[config.mk]
export PLATFORM = sky130hd
export DESIGN_NAME = alu_result_display_flat
export DESIGN_NICKNAME = d
export VERILOG_FILES = /design/src/rtl/alu_result_display_pkg.sv /design/src/rtl/alu_result_display_if.sv /design/src/rtl/alu_result_display_seg7_hex.sv /design/src/rtl/alu_result_display.sv /design/src/flat_wrapper.sv
export SDC_FILE = /design/constraint.sdc
export NUM_CORES = 1
export LEC_CHECK = 0
export ABC_AREA = 1
export BUFFER_PORTS_ARGS = -buffer_cell sky130_fd_sc_hd__buf_2
export CAP_MARGIN = 40
export CORE_MARGIN = 4
export CORE_UTILIZATION = 35
export CTS_CLUSTER_SIZE = 40
export DETAILED_ROUTE_END_ITERATION = 6
export PLACE_DENSITY_LB_ADDON = 0.1
export SYNTH_ARGS = -nofsm -noshare
export SYNTH_HDL_FRONTEND = slang
export SYNTH_SLANG_ARGS = --single-unit
[constraint.sdc]
create_clock -name clk -period 2.8 [get_ports clk]
set_clock_uncertainty 0.15 [all_clocks]
set_input_delay 0.28 -clock clk [delete_from_list [all_inputs] [get_ports clk]]
set_output_delay 0.28 -clock clk [all_outputs]
set_load 0.02 [all_outputs]
[src/rtl/alu_result_display_pkg.sv]
// Shared constants for the ALU result display: op codes,
// active-low 7-segment glyphs, FSM state encoding.
package alu_disp_pkg;

    localparam int NUM_DIGITS = 4;

    localparam logic [2:0] FUNC_ADD = 3'd0;
    localparam logic [2:0] FUNC_SUB = 3'd1;
    localparam logic [2:0] FUNC_NOT = 3'd2;
    localparam logic [2:0] FUNC_AND = 3'd3;
    localparam logic [2:0] FUNC_OR  = 3'd4;
    localparam logic [2:0] FUNC_XOR = 3'd5;
    localparam logic [2:0] FUNC_LT  = 3'd6;
    localparam logic [2:0] FUNC_EQ  = 3'd7;

    // {dp,g,f,e,d,c,b,a}, active-low, dp off
    localparam logic [7:0] GLY_0     = 8'hC0;
    localparam logic [7:0] GLY_1     = 8'hF9;
    localparam logic [7:0] GLY_2     = 8'hA4;
    localparam logic [7:0] GLY_3     = 8'hB0;
    localparam logic [7:0] GLY_4     = 8'h99;
    localparam logic [7:0] GLY_5     = 8'h92;
    localparam logic [7:0] GLY_6     = 8'h82;
    localparam logic [7:0] GLY_7     = 8'hF8;
    localparam logic [7:0] GLY_8     = 8'h80;
    localparam logic [7:0] GLY_9     = 8'h90;
    localparam logic [7:0] GLY_A     = 8'h88;
    localparam logic [7:0] GLY_B     = 8'h83;
    localparam logic [7:0] GLY_C     = 8'hC6;
    localparam logic [7:0] GLY_D     = 8'hA1;
    localparam logic [7:0] GLY_E     = 8'h86;
    localparam logic [7:0] GLY_F     = 8'h8E;
    localparam logic [7:0] GLY_DASH  = 8'hBF;
    localparam logic [7:0] GLY_BLANK = 8'hFF;

    typedef enum logic [1:0] {
        ST_IDLE = 2'd0,
        ST_HOLD = 2'd1,
        ST_SHOW = 2'd2
    } state_e;

    // ADD/SUB results are sign-magnitude
    function automatic logic is_sm_op(input logic [2:0] func);
        return (func == FUNC_ADD) || (func == FUNC_SUB);
    endfunction

endpackage

[src/rtl/alu_result_display_if.sv]
// ALU result valid/ready bundle.
// master = ALU side, slave = display side.
interface alu_result_display_if;
    logic       in_valid;
    logic       in_ready;
    logic [2:0] in_func;
    logic [3:0] in_result;
    logic       in_c;
    logic       in_over;

    modport master (
        output in_valid, in_func, in_result, in_c, in_over,
        input  in_ready
    );

    modport slave (
        input  in_valid, in_func, in_result, in_c, in_over,
        output in_ready
    );
endinterface

[src/rtl/alu_result_display_seg7_hex.sv]
// Nibble to active-low 7-segment pattern {g,f,e,d,c,b,a}.
// Ports: nib_i (4b value), seg_o (7b pattern).
module seg7_hex
    import alu_disp_pkg::*;
(
    input  logic [3:0] nib_i,
    output logic [6:0] seg_o
);

    always_comb begin
        seg_o = GLY_BLANK[6:0];
        unique case (nib_i)
            4'h0: seg_o = GLY_0[6:0];
            4'h1: seg_o = GLY_1[6:0];
            4'h2: seg_o = GLY_2[6:0];
            4'h3: seg_o = GLY_3[6:0];
            4'h4: seg_o = GLY_4[6:0];
            4'h5: seg_o = GLY_5[6:0];
            4'h6: seg_o = GLY_6[6:0];
            4'h7: seg_o = GLY_7[6:0];
            4'h8: seg_o = GLY_8[6:0];
            4'h9: seg_o = GLY_9[6:0];
            4'hA: seg_o = GLY_A[6:0];
            4'hB: seg_o = GLY_B[6:0];
            4'hC: seg_o = GLY_C[6:0];
            4'hD: seg_o = GLY_D[6:0];
            4'hE: seg_o = GLY_E[6:0];
            4'hF: seg_o = GLY_F[6:0];
        endcase
    end

endmodule

[src/rtl/alu_result_display.sv]
// Captures ALU results over valid/ready, holds each one for a minimum
// time and shows it on a 4-digit multiplexed active-low 7-seg display.
// Ports: clk, rst (sync, active-high), in_if (slave result bundle),
// seg_n {dp,g..a} active-low, an_n digit enables active-low.
module alu_result_display
    import alu_disp_pkg::*;
#(
    parameter int SCAN_DIV    = 50000,
    parameter int HOLD_CYCLES = 25000000
) (
    input  logic                  clk,
    input  logic                  rst,
    alu_result_display_if.slave   in_if,
    output logic [7:0]            seg_n,
    output logic [NUM_DIGITS-1:0] an_n
);

    localparam int PW = (SCAN_DIV > 1) ? $clog2(SCAN_DIV) : 1;
    localparam int HW = (HOLD_CYCLES > 1) ? $clog2(HOLD_CYCLES) : 1;
    localparam int IW = $clog2(NUM_DIGITS);

    localparam logic [PW-1:0] SCAN_LAST = PW'(SCAN_DIV - 1);
    localparam logic [HW-1:0] HOLD_LAST = HW'(HOLD_CYCLES - 1);

    state_e          state_q;
    logic            in_ready_q;
    logic [HW-1:0]   hold_q;
    logic [2:0]      func_q;
    logic [3:0]      res_q;
    logic            c_q;
    logic            over_q;

    logic [PW-1:0]   pre_q;
    logic [IW-1:0]   idx_q;
    logic [7:0]      seg_q;
    logic [NUM_DIGITS-1:0] an_q;

    logic            fire;
    logic [3:0]      nib;
    logic [6:0]      hex7;
    logic [7:0]      seg_d;
    logic [NUM_DIGITS-1:0] an_d;

    assign fire           = in_if.in_valid && in_ready_q;
    assign in_if.in_ready = in_ready_q;
    assign seg_n          = seg_q;
    assign an_n           = an_q;

    always_ff @(posedge clk) begin
        if (rst) begin
            state_q    <= ST_IDLE;
            in_ready_q <= 1'b0;
            hold_q     <= '0;
            func_q     <= '0;
            res_q      <= '0;
            c_q        <= 1'b0;
            over_q     <= 1'b0;
        end else begin
            unique case (state_q)
                ST_HOLD: begin
                    if (hold_q == HOLD_LAST) begin
                        state_q    <= ST_SHOW;
                        in_ready_q <= 1'b1;
                    end else begin
                        hold_q <= hold_q + 1'b1;
                    end
                end
                default: begin
                    in_ready_q <= 1'b1;
                    if (fire) begin
                        state_q    <= ST_HOLD;
                        in_ready_q <= 1'b0;
                        hold_q     <= '0;
                        func_q     <= in_if.in_func;
                        res_q      <= in_if.in_result;
                        c_q        <= in_if.in_c;
                        over_q     <= in_if.in_over;
                    end
                end
            endcase
        end
    end

    // d3 shows the op code, d0 the (possibly reduced) result value
    always_comb begin
        nib = {1'b0, func_q};
        if (idx_q == 2'd0) begin
            if (is_sm_op(func_q))
                nib = {1'b0, res_q[2:0]};
            else if (func_q == FUNC_LT || func_q == FUNC_EQ)
                nib = {3'b000, res_q[0]};
            else
                nib = res_q;
        end
    end

    seg7_hex u_hex (
        .nib_i (nib),
        .seg_o (hex7)
    );

    always_comb begin
        seg_d = {1'b1, hex7};
        an_d  = ~(NUM_DIGITS'(1) << idx_q);
        if (state_q == ST_IDLE) begin
            seg_d = GLY_DASH;
        end else begin
            case (idx_q)
                2'd2: seg_d = c_q ? GLY_C : GLY_BLANK;
                2'd1: begin
                    // negative zero keeps no minus sign
                    if (is_sm_op(func_q) && res_q[3] && |res_q[2:0])
                        seg_d = GLY_DASH;
                    else
                        seg_d = GLY_BLANK;
                end
                2'd0: seg_d[7] = ~over_q;
                default: ;
            endcase
        end
    end

    // an_n and seg_n come from the same idx_q so they never drift apart
    always_ff @(posedge clk) begin
        if (rst) begin
            pre_q <= '0;
            idx_q <= '0;
            seg_q <= GLY_BLANK;
            an_q  <= '1;
        end else begin
            if (pre_q == SCAN_LAST) begin
                pre_q <= '0;
                idx_q <= idx_q + 1'b1;
            end else begin
                pre_q <= pre_q + 1'b1;
            end
            seg_q <= seg_d;
            an_q  <= an_d;
        end
    end

endmodule

[src/flat_wrapper.sv]
// flat-port wrapper written by rule: the top's interface ports become plain ports
module alu_result_display_flat import alu_disp_pkg::*;
#(
    parameter int SCAN_DIV    = 50000,
    parameter int HOLD_CYCLES = 25000000
)
  (clk, rst, seg_n, an_n, in_if_in_valid, in_if_in_func, in_if_in_result, in_if_in_c, in_if_in_over, in_if_in_ready);
  alu_result_display_if in_if_i ();
  input  logic clk;
  input  logic rst;
  output logic [7:0] seg_n;
  output logic [NUM_DIGITS-1:0] an_n;
  input wire logic [$bits(in_if_i.in_valid)-1:0] in_if_in_valid;
  input wire logic [$bits(in_if_i.in_func)-1:0] in_if_in_func;
  input wire logic [$bits(in_if_i.in_result)-1:0] in_if_in_result;
  input wire logic [$bits(in_if_i.in_c)-1:0] in_if_in_c;
  input wire logic [$bits(in_if_i.in_over)-1:0] in_if_in_over;
  output wire logic [$bits(in_if_i.in_ready)-1:0] in_if_in_ready;
  assign in_if_i.in_valid = in_if_in_valid;
  assign in_if_i.in_func = in_if_in_func;
  assign in_if_i.in_result = in_if_in_result;
  assign in_if_i.in_c = in_if_in_c;
  assign in_if_i.in_over = in_if_in_over;
  assign in_if_in_ready = in_if_i.in_ready;
  alu_result_display #(.SCAN_DIV(SCAN_DIV), .HOLD_CYCLES(HOLD_CYCLES)) u_core (.clk(clk), .rst(rst), .in_if(in_if_i), .seg_n(seg_n), .an_n(an_n));
endmodule
==> results.md, run 1 <==
* Outcome: complete, no violations
* Syn nets at 562
* Peak VDD IR at 0.199 mV
* First-pass GRT wire length at 14,700 um
* Drt pass-1 iters at 4
* Area contributors post-synth: dfxtp_1 38%, nand2_1 13%, nor2_1 9.6%
* Worst Setup Start Kind: flip-flop
* Ant diodes at 0
* Worst-Margin Slew at 0.754 ns
* Setup TNS at 0 ns
* CP arrival at 2.55 ns
* Post-CTS setup buffers at 0
* H-tree depth at 3
* Layout fillers at between 1,000 and 1,500
* Post-synth top flop: dfxtp_1
* Net Sw Frac at 25.1%
* Bufs on Longest Clock Path at 2
* Max_slew headroom at 49.6%
* Unrepaired setup endpoints after global routing: no
* R2R Setup Slk at 0.39 ns
* CTS Buf Count at 9
* Max-cap violations at 0
* Antenna Nets Post-Route at 0
* Placer Congestion at 0.848
* Clock period minus worst slack at 2.41 ns
* Post-synth top area share at between 30% and 40%
* Sw power at 0.545 mW
* Max Freq at 414 MHz
* Most instantiated library cell after synthesis: nand2_1
* Asr flop ratio synth at 0%
* Clock root cell: clkbuf_8
* DR WL/cell at 12.3 um
* Fin. Hold Viols at 0
* Core area at 9820 sq um
* Vias/cell at approximately 4.8
* GRT Util Overall at 15.7%
* Synth Area per Inst at 6.59 sq um
* Warnings, synthesis at 0
* Worst Path Buf+Inv at 1
* Sequential area share after synthesis at 37.9%
* Die area at 11,800 sq um
* FF+latch count, synth at 67
* Area growth, synth to finish at 13.7%
* Final HPWL DP at 6240 um
* Power Density at approximately 540 nW/um^2
* Largest net degree at the start of global routing at 25
* Worst Hold End: u_core.over_q$_SDFFE_PP0P_
* Remaining routing DRC violations at 0
* CP required at 2.93 ns
* Leak at 1.48 nW
* Pins Over Slew Limit at 0
* Crit-path cells: nand2_1 > nor2_2 > inv_1 > nand2_1 > nand2_1 > nand2_1 > nand2_1 > nor2_1
* DRT iter0 DRCs at between 100 and 150
* Setup violators final at 0
* Seq pwr share at 45.7%
* Slowest cell delay on critical path at 0.65 ns
* Die W at 109 um
* Top cells by instance count after synthesis: 127 x nand2_1, 91 x nor2_1, 67 x dfxtp_1
* Share of cells above drive strength 1 at 10.2%
* Ports at 25
* Hold Crit Start: in_if_in_over
* Hold-critical path depth at 3
* Cell-internal power at 1.63 mW
* Site row count at 36
* Reg2reg path depth at 8
* Worst Hold Class: in2reg
* Clock sinks at 67
* FF-to-FF Start: u_core.in_if.in_ready$_SDFFE_PP0P_
* Max FO, Critical Path at 21
* Post-synthesis cell count at 537
* CTS tree: built
* Clock slew at the register clock pins of the worst setup and hold paths at roughly 0.08 ns
* Clk pwr share at 45.9%
* Initial antenna violation count at 0
* Synthesized area at 3540 sq um
* Worst Path Class, Setup: reg2reg
* Synth area leader: dfxtp_1
* Cell mode on critical path: nand2_1
* Distinct cells, synth at 35
* Cell family with most CP delay: simple AND/OR/NAND/NOR gates
* Comb power frac at under 10%
* EDFF count, synth at 0
* GRT Residual Overflow at 0
* Worst Setup End Kind: flip-flop
* R2r endpoint: u_core.hold_q[18]$_SDFFE_PP0P_
* Final wirelength at between 8000 and 9000 um
* Worst-Skew Late Latency at 0.34 ns
* DIE HEIGHT at 109 um
* Initial Util at 36.1%
* Total number of vias at between 3,000 and 4,000
* # nets final at 587
* Vias in the first global route at about 3,200
* CP max stage cell: nand2_1
* Final Util at 41.0%
* Final worst path period share at 86.2%
* I/O Buffers at 24
-- worst max-delay path by stage --
stage / start / endpoint / slack (ns) / depth (start not counted)
finish: u_core.in_if.in_ready$_SDFFE_PP0P_ / u_core.hold_q[18]$_SDFFE_PP0P_ / 0.39 / 8
global route: u_core.in_if.in_ready$_SDFFE_PP0P_ / u_core.hold_q[18]$_SDFFE_PP0P_ / 0.09 / 8
CTS: u_core.idx_q[0]$_SDFFE_PP0P_ / u_core.seg_n[6]$_SDFF_PP1_ / 0.29 / 9
detailed placement: u_core.idx_q[0]$_SDFFE_PP0P_ / u_core.seg_n[0]$_SDFF_PP1_ / 0.30 / 9
global placement: u_core.idx_q[0]$_SDFFE_PP0P_ / u_core.seg_n[0]$_SDFF_PP1_ / 0.30 / 9
floorplan: u_core.idx_q[0]$_SDFFE_PP0P_ / u_core.seg_n[0]$_SDFF_PP1_ / 0.67 / 10
-- metrics by stage --
step           hold WS [ns]  power (mW)  worst slack (ns)  cell area (sq um)  instances
6_report             0.0223        2.17             0.387               4030        700
5_1_grt              0.0169        2.27            0.0908               4030        700
4_1_cts              0.0125        2.20             0.288               4030        700
3_5_place_dp          0.237        1.20             0.297               3790        684
3_3_place_gp          0.239        1.20             0.299               3790        684
2_1_floorplan         0.228        1.15             0.672               3540        537
-- layer usage --
layer  track usage (%)  share of wire, %
met2              25.3                44
met3              2.93               3.2
met4              6.04               1.3
met1              20.7                51
met5                 0                 0
-- logic make-up (layout without fill, tap and decap cells) --
group / count (synthesis) / in the layout / synth area share (%)
simple gates: 302 / 302 / 36.0
flops: 67 / 67 / 37.9
fa+ha+maj: 13 / 13 / 4.59
buf+inv: 72 / 102 / 8.02
xor+xnor: 8 / 8 / 1.98
compound gates: 75 / 75 / 11.5
-- layout by cell type, fill, tap and decap left out, types with 2 or more instances in the layout --
cell type,count
a21oi_1,43
nand2_1,127
clkbuf_8,9
inv_1,54
o211ai_1,3
o21ai_1,2
or2_2,2
nor4_1,2
o21ai_0,21
nor2_2,3
and3_1,2
nor3_1,10
ha_1,13
dfxtp_1,67
xor2_1,7
buf_2,24
nor2_1,91
bufinv_16,3
inv_2,4
nand2_2,3
buf_4,3
nand3_1,51
nand4_1,8
-- cell type report --
cell class	instances	area [sq um]	share of cell area [%]
multi-input combinational	398	1920	47.6
clock buffer	10	128	3.17
sequential	67	1340	33.3
timing repair buffer	27	143	3.54
tap	133	166	4.13
inverter	59	221	5.50
clock inverter	6	113	2.80
-- repair_timing --
item                       CTS  global route
hold buffers                 0             0
resized for setup            0             1
setup endpoints to repair    0             1
-- sequential cells by signal, indices dropped and copies added (netlist names) --
signal,flops
u_core.state_q,2
u_core.over_q,1
u_core.an_n,4
u_core.pre_q,16
u_core.res_q,4
u_core.in_if.in_ready,1
u_core.c_q,1
u_core.seg_n,8
u_core.idx_q,2
u_core.func_q,3
u_core.hold_q,25
-- power groups by stage --
stage | Sequential, mW | Clock, mW | Combinational (mW)
floorplan | 1.02 | 0 | 0.124
global placement | 1.01 | 0 | 0.184
detailed placement | 1.01 | 0 | 0.184
CTS | 0.993 | 1.02 | 0.185
global route | 0.996 | 1.07 | 0.208
finish | 0.993 | 0.998 | 0.182
-- tightest hold or removal path: stages --
cell and delay [ns]:
buf_2 0.09, nor2_1 0.04, nor2_1 0.08
No activity file was read; power rests on OpenSTA's default activity.
==> run 2: changes to the inputs <==
CORE_ASPECT_RATIO = 1.1   (was not set)
==> results.md, run 2 (synthesis gave the netlist of run 1 again) <==
* DRT iter0 DRCs at 172 (+30%)
* Final HPWL DP at 6240 um (about the same)
* Clock root cell: clkbuf_8
* H-tree depth at 3 (unchanged)
* CP max stage cell: o21ai_0
* Post-CTS setup buffers at 0 (unchanged)
* Hold-critical path depth at 3 (unchanged)
* Max FO, Critical Path at 7 (-67%)
* Total number of vias at 3,354 (+0.75%)
* Commonest cells after routing, fill and taps aside: 127 x nand2_1, 91 x nor2_1, 67 x dfxtp_1
* Largest register FFs at 25 (unchanged)
* Worst Setup Start Kind: flip-flop
* Die W at 104 um (-4.3%)
* I/O Buffers at 24 (unchanged)
* Max_slew headroom at 56.5% (+6.9 points)
* Setup violators final at 0 (unchanged)
* Placer Congestion at 0.878 (+3.5%)
* First-pass GRT wire length at 15,100 um (+2.5%)
* Worst-Skew Late Latency at 0.34 ns (about the same)
* FF+latch area at 1340 sq um (unchanged)
* Reg2reg path depth at 9 (+1)
* Antenna Nets Post-Route at 0 (unchanged)
* Slowest cell delay on critical path at 0.48 ns (-0.17 ns)
* Bufs on Longest Clock Path at 2 (unchanged)
* Area of the multi-input gates at 1920 sq um (unchanged)
* Hold WS at 0.0281 ns (+0.00586 ns)
* Initial antenna violation count at 0 (unchanged)
* Layout fillers at 1,094 (-0.091%)
* FF-to-FF Start: u_core.idx_q[0]$_SDFFE_PP0P_
* GRT Util Overall at 15.6% (-0.11 points)
* Drt pass-1 iters at 4 (unchanged)
* Worst Hold End: u_core.res_q[3]$_SDFFE_PP0P_
* CTS Buf Count at 9 (unchanged)
* Crit-path cells: inv_1 > ha_1 > o21ai_0 > inv_1 > ha_1 > inv_1 > o21ai_1 > o21ai_0 > o21ai_0
* R2R Setup Slk at 0.42 ns (+0.03 ns)
* Max-cap violations at 0 (unchanged)
* GRT Residual Overflow at 0 (unchanged)
* Fin. Hold Viols at 0 (unchanged)
* Outcome: complete, no violations
* Worst-Margin Slew at 0.647 ns (-0.107 ns)
* Clock slew at the register clock pins of the worst setup and hold paths at 0.08 ns (about the same)
* Setup TNS at 0 ns (unchanged)
* CP arrival at 2.44 ns (-0.11 ns)
* Peak VDD IR at 0.229 mV (+15%)
* Max Freq at 420 MHz (+1.3%)
* DR WL/cell at 12.5 um (+1.5%)
* Hold Crit Start: in_if_in_result[3]
* Worst Path Class, Setup: reg2reg
* Worst Setup End Kind: flip-flop
* CP required at 2.86 ns (-0.07 ns)
* Cts repair resizes at 0 (unchanged)
* Site row count at 38 (+5.6%)
* Pins Over Slew Limit at 0 (unchanged)
* Largest net degree at the start of global routing at 26 (+4.0%)
* Largest register by flop count: u_core.hold_q
* DIE HEIGHT at 113 um (+4.5%)
* Leak at 1.49 nW (+0.68%)
* Clock sinks at 67 (unchanged)
* Most common cell after layout, fill and taps aside: nand2_1
* Hold bufs inserted after CTS at 1 (+1)
* Clock period minus worst slack at 2.38 ns (-0.0320 ns)
* Area growth, synth to finish at 13.9% (about the same)
* Remaining routing DRC violations at 0 (unchanged)
* Final wirelength at 8580 um (-0.23%)
* Ports at 25 (unchanged)
* CTS tree: built
* # nets final at 588 (+0.17%)
* Initial Util at 35.8% (-0.26 points)
* Vias/cell at 4.88 (+2.5%)
* Vias in the first global route at 3,292 (+2.9%)
* Power Density at 543 nW/um^2 (+0.56%)
* R2r endpoint: u_core.seg_n[0]$_SDFF_PP1_
* Share of cells above drive strength 1 at 10.4% (+0.16 points)
* Die area at 11,800 sq um (about the same)
* Worst Hold Class: in2reg
* Unrepaired setup endpoints after global routing: no
* Ant diodes at 0 (unchanged)
* Final worst path period share at 85.0% (-1.1 points)
* Core area at 9890 sq um (+0.71%)
run 2: cell types whose count changed in the layout (fill, tap and decap cells not counted), sizes merged:
cell and change:
clkinv +1, inv -1, dlygate4sd3 +1
run 2: final cells by class:
cell class,count,area share (%)
Clock buffer,10,3.41
Clock inverter,6,2.79
Inverter,59,5.49
Multi-Input combinational cell,398,47.5
Sequential cell,67,33.3
Tap cell,120,3.72
Timing Repair Buffer,28,3.79
run 2: metrics by stage:
step	setup slack, ns	utilization (%)	std cells	total power [mW]	area, sq um
global placement	0.489	38.1	671	1.20	3770
detailed placement	0.438	38.1	671	1.20	3770
floorplan	0.672	-	537	1.15	3540
global route	0.0786	40.8	688	2.30	4030
finish	0.419	40.8	688	2.19	4030
CTS	0.425	40.8	688	2.22	4030
run 2: where the power goes:
| group | switching, mW | total, mW | internal, mW |
|---|---|---|---|
| registers | 0.0152 | 0.994 | 0.979 |
| clock network | 0.393 | 1.01 | 0.618 |
| logic | 0.126 | 0.183 | 0.0570 |
| total | 0.534 | 2.19 | 1.65 |
run 2: worst max-delay path by stage:
stage,start,to,slack (ns),depth (start not counted)
2_1_floorplan,u_core.idx_q[0]$_SDFFE_PP0P_,u_core.seg_n[0]$_SDFF_PP1_,0.67,10
3_3_place_gp,u_core.idx_q[0]$_SDFFE_PP0P_,u_core.seg_n[0]$_SDFF_PP1_,0.49,9
3_5_place_dp,u_core.idx_q[0]$_SDFFE_PP0P_,u_core.seg_n[0]$_SDFF_PP1_,0.44,9
4_1_cts,u_core.idx_q[0]$_SDFFE_PP0P_,u_core.seg_n[0]$_SDFF_PP1_,0.43,9
5_1_grt,u_core.idx_q[0]$_SDFFE_PP0P_,u_core.seg_n[0]$_SDFF_PP1_,0.08,9
6_report,u_core.idx_q[0]$_SDFFE_PP0P_,u_core.seg_n[0]$_SDFF_PP1_,0.42,9
run 2: layer usage:
metal | GRT usage (%) | wire [um] | up-vias
met4 | 5.14 | 121 | 0
met5 | 0 | 0 | -
met3 | 3.79 | 274 | 9
met2 | 26.4 | 4100 | 40
met1 | 19.5 | 4080 | 1526
li1 | - | - | 1779
run 2: worst max-delay path: cells and delay by family, from the launching register on:
family          cells  cell delay (ns)
compound gates      4             0.79
fa+ha+maj           2             0.54
buf+inv             3             0.37
flops               1             0.39
==> run 3: changes to the inputs <==
ABC_AREA = 0   (was 1)
BUFFER_PORTS_ARGS = not set   (was -buffer_cell sky130_fd_sc_hd__buf_2)
CAP_MARGIN = 15   (was 40)
DONT_BUFFER_PORTS = 1   (was not set)
==> results.md, run 3 <==
* Outcome: complete, no violations
* Remaining routing DRC violations at 0 (unchanged)
* Synth Area per Inst at 8.70 sq um (+32%)
* Pins Over Slew Limit at 0 (unchanged)
* Post-CTS setup buffers at 0 (unchanged)
* GRT Residual Overflow at 0 (unchanged)
* Sw power at 0.470 mW (-12%)
* Distinct cells, synth at 58 (+66%)
* GRT Util Overall at 13.9% (-1.7 points)
* Post-route cell area at 3700 sq um (-8.2%)
* Area contributors post-synth: dfxtp_1 41%, nor2_1 5.5%, nand2_1 5.4%
* Final worst path period share at 89.7% (+4.6 points)
* Clock period minus worst slack at 2.51 ns (+0.130 ns)
* Antenna Nets Post-Route at 0 (unchanged)
* Final total power at 2.03 mW (-7.0%)
* Most common cell after layout, fill and taps aside: dfxtp_1
* Clock slew at the register clock pins of the worst setup and hold paths at 0.07 ns (about the same)
* Slowest cell delay on critical path at 0.45 ns (-0.03 ns)
* Comb power frac at 5.9% (-2.5 points)
* Share of cells above drive strength 1 at 13.5% (+3.1 points)
* Bufs on Longest Clock Path at 2 (unchanged)
* Hold bufs inserted after CTS at 10 (+9)
* Final wirelength at 7010 um (-18%)
* Clock root cell: clkbuf_8
* First-pass GRT wire length at 12,100 um (-20%)
* # nets final at 414 (-30%)
* Max-cap violations at 0 (unchanged)
* Most instantiated library cell after synthesis: dfxtp_1
* FF+latch count, synth at 67 (unchanged)
* Top cells by instance count after synthesis: 67 x dfxtp_1, 48 x nor2_1, 47 x nand2_1
* Commonest cells after routing, fill and taps aside: 67 x dfxtp_1, 48 x nor2_1, 47 x nand2_1
* Post-synth top flop: dfxtp_1
* Unrepaired setup endpoints after global routing: no
* Final Non-Filler Cells at 508 (-26%)
* Worst Path Buf+Inv at 2 (-1)
* Largest register FFs at 25 (unchanged)
* Worst Path Class, Setup: reg2reg
* Post-synth top area share at 40.8% (+2.9 points)
* Die W at 100 um (-3.4%)
* Setup TNS at 0 ns (unchanged)
* Peak VDD IR at 0.206 mV (-9.9%)
* Worst-Margin Slew at 0.699 ns (+0.0524 ns)
* Largest net degree at the start of global routing at 24 (-7.7%)
* Cell Area, Placed at 3380 sq um (-10%)
* Placer Congestion at 0.764 (-13%)
* I/O Buffers at 0 (-100%)
* Worst-Skew Late Latency at 0.34 ns (about the same)
* CP arrival at 2.60 ns (+0.16 ns)
* Inst Count DP at 482 (-28%)
* Final HPWL DP at 4930 um (-21%)
* Max Freq at 398 MHz (-5.2%)
* Net Sw Frac at 23.1% (-1.3 points)
* Leak at 1.26 nW (-16%)
* Post-synthesis cell count at 378 (-30%)
* Seq pwr share at 49.2% (+3.8 points)
* Asr flop ratio synth at 0% (unchanged)
* H-tree depth at 3 (unchanged)
* Worst Hold Class: in2reg
* Initial Util at 36.5% (+0.68 points)
* Core area at 9010 sq um (-8.9%)
* Clock sinks at 67 (unchanged)
* Die area at 11,000 sq um (-6.6%)
* Ant diodes at 0 (unchanged)
* Synthesized area at 3290 sq um (-7.2%)
* Cell family with most CP delay: adder cells
* Total number of vias at 2,617 (-22%)
* Setup violators final at 0 (unchanged)
* DRT iter0 DRCs at 94 (-45%)
* CTS Buf Count at 9 (unchanged)
* Max_slew headroom at 53.2% (-3.3 points)
* CTS tree: built
* Fin. Hold Viols at 0 (unchanged)
* EDFF count, synth at 0 (unchanged)
* CP max stage cell: mux4_2
* Largest register by flop count: u_core.hold_q
* Clk pwr share at 45.0% (-1.2 points)
* Max FO, Critical Path at 9 (+2)
* Synth area leader: dfxtp_1
* R2R Setup Slk at 0.29 ns (-0.13 ns)
* Vias/cell at 5.15 (+5.7%)
* Sequential area share after synthesis at 40.8% (+2.9 points)
* Vias in the first global route at 2,556 (-22%)
* Worst Setup End Kind: flip-flop
* Site row count at 36 (-5.3%)
* DR WL/cell at 13.8 um (+11%)
* Cts repair resizes at 0 (unchanged)
* CP required at 2.89 ns (+0.03 ns)
* Crit-path cells: inv_1 > ha_1 > nor2b_1 > a31oi_1 > inv_1 > ha_1 > mux4_2 > nand2b_1 > nand2_1
* Initial antenna violation count at 0 (unchanged)
* DIE HEIGHT at 110 um (-3.4%)
* Worst Setup Start Kind: flip-flop
* Warnings, synthesis at 0 (unchanged)
* Area growth, synth to finish at 12.6%
* Cell-internal power at 1.56 mW (-5.4%)
* Ports at 25 (unchanged)
* Power Density at 549 nW/um^2 (+1.3%)
* Drt pass-1 iters at 4 (unchanged)
* Syn nets at 403 (-28%)
run 3: changes by cell type after synthesis, moves of 5 or more:
cell,change
or3_2,+5
a21oi_1,-28
xnor2_1,+15
and4_1,+5
o21ai_0,-17
a31oi_1,+5
nor2_1,-43
nand3_1,-30
a21oi_2,+7
nand2_1,-80
inv_1,-42
run 3: cell type report:
type / instances / area, sq um
clock buffers: 11 / 151
well taps: 114 / 143
flip-flops and latches: 67 / 1340
multi-input cells: 284 / 1810
fillers: 933 / 5310
inverters: 12 / 45.0
clock inverters: 5 / 75.1
repair buffers: 15 / 138
run 3: cell families after synthesis:
logic type	count (synthesis)	share of synthesized area [%]
and+or+nand+nor	180	28.9
AOI/OAI and AO/OA	59	12.1
DFF	67	40.8
adders and majority gates	13	4.95
muxes	5	1.98
buffers and inverters	27	4.15
xor gates and xnor gates	27	7.19
run 3: path summary, 6_finish.rpt:
| path | from | cells after the start | endpoint |
|---|---|---|---|
| max | u_core.idx_q[0]$_SDFFE_PP0P_ | 9 | u_core.seg_n[3]$_SDFF_PP1_ |
| min | in_if_in_valid | 3 | u_core.state_q[1]$_SDFFE_PP0P_ |
| max reg2reg | u_core.idx_q[0]$_SDFFE_PP0P_ | 9 | u_core.seg_n[3]$_SDFF_PP1_ |
| min reg2reg | u_core.over_q$_SDFFE_PP0P_ | 1 | u_core.seg_n[7]$_SDFF_PP1_ |
run 3: power groups by stage:
stage | combinational, mW | sequential (mW) | clock [mW]
floorplan | 0.0917 | 1.02 | 0
global route | 0.136 | 1.00 | 0.990
global placement | 0.107 | 1.02 | 0
finish | 0.120 | 1.00 | 0.915
detailed placement | 0.106 | 1.02 | 0
CTS | 0.121 | 1.00 | 0.951
run 3: worst min-delay path, delay by kind of cell:
kind               cells  cell delay, ns
and+or+nand+nor        2            0.18
AOI/OAI and AO/OA      1            0.06
run 3: per-stage QoR:
stage	setup WS, ns	hold slack (ns)	util (%)
2_1_floorplan	0.406	0.218	-
3_3_place_gp	0.416	0.202	37.5
3_5_place_dp	0.306	0.203	37.5
4_1_cts	0.298	0.0493	41.1
5_1_grt	0.0419	0.0908	41.1
6_report	0.289	0.0725	41.1
run 3: layer usage:
| layer | track usage [%] | vias to the layer above | routed length, um |
|---|---|---|---|
| met3 | 3.55 | 9 | 209 |
| met4 | 5.77 | 0 | 109 |
| met5 | 0 | - | 0 |
| met1 | 17.3 | 1220 | 3370 |
| li1 | - | 1358 | - |
| met2 | 22.8 | 30 | 3320 |
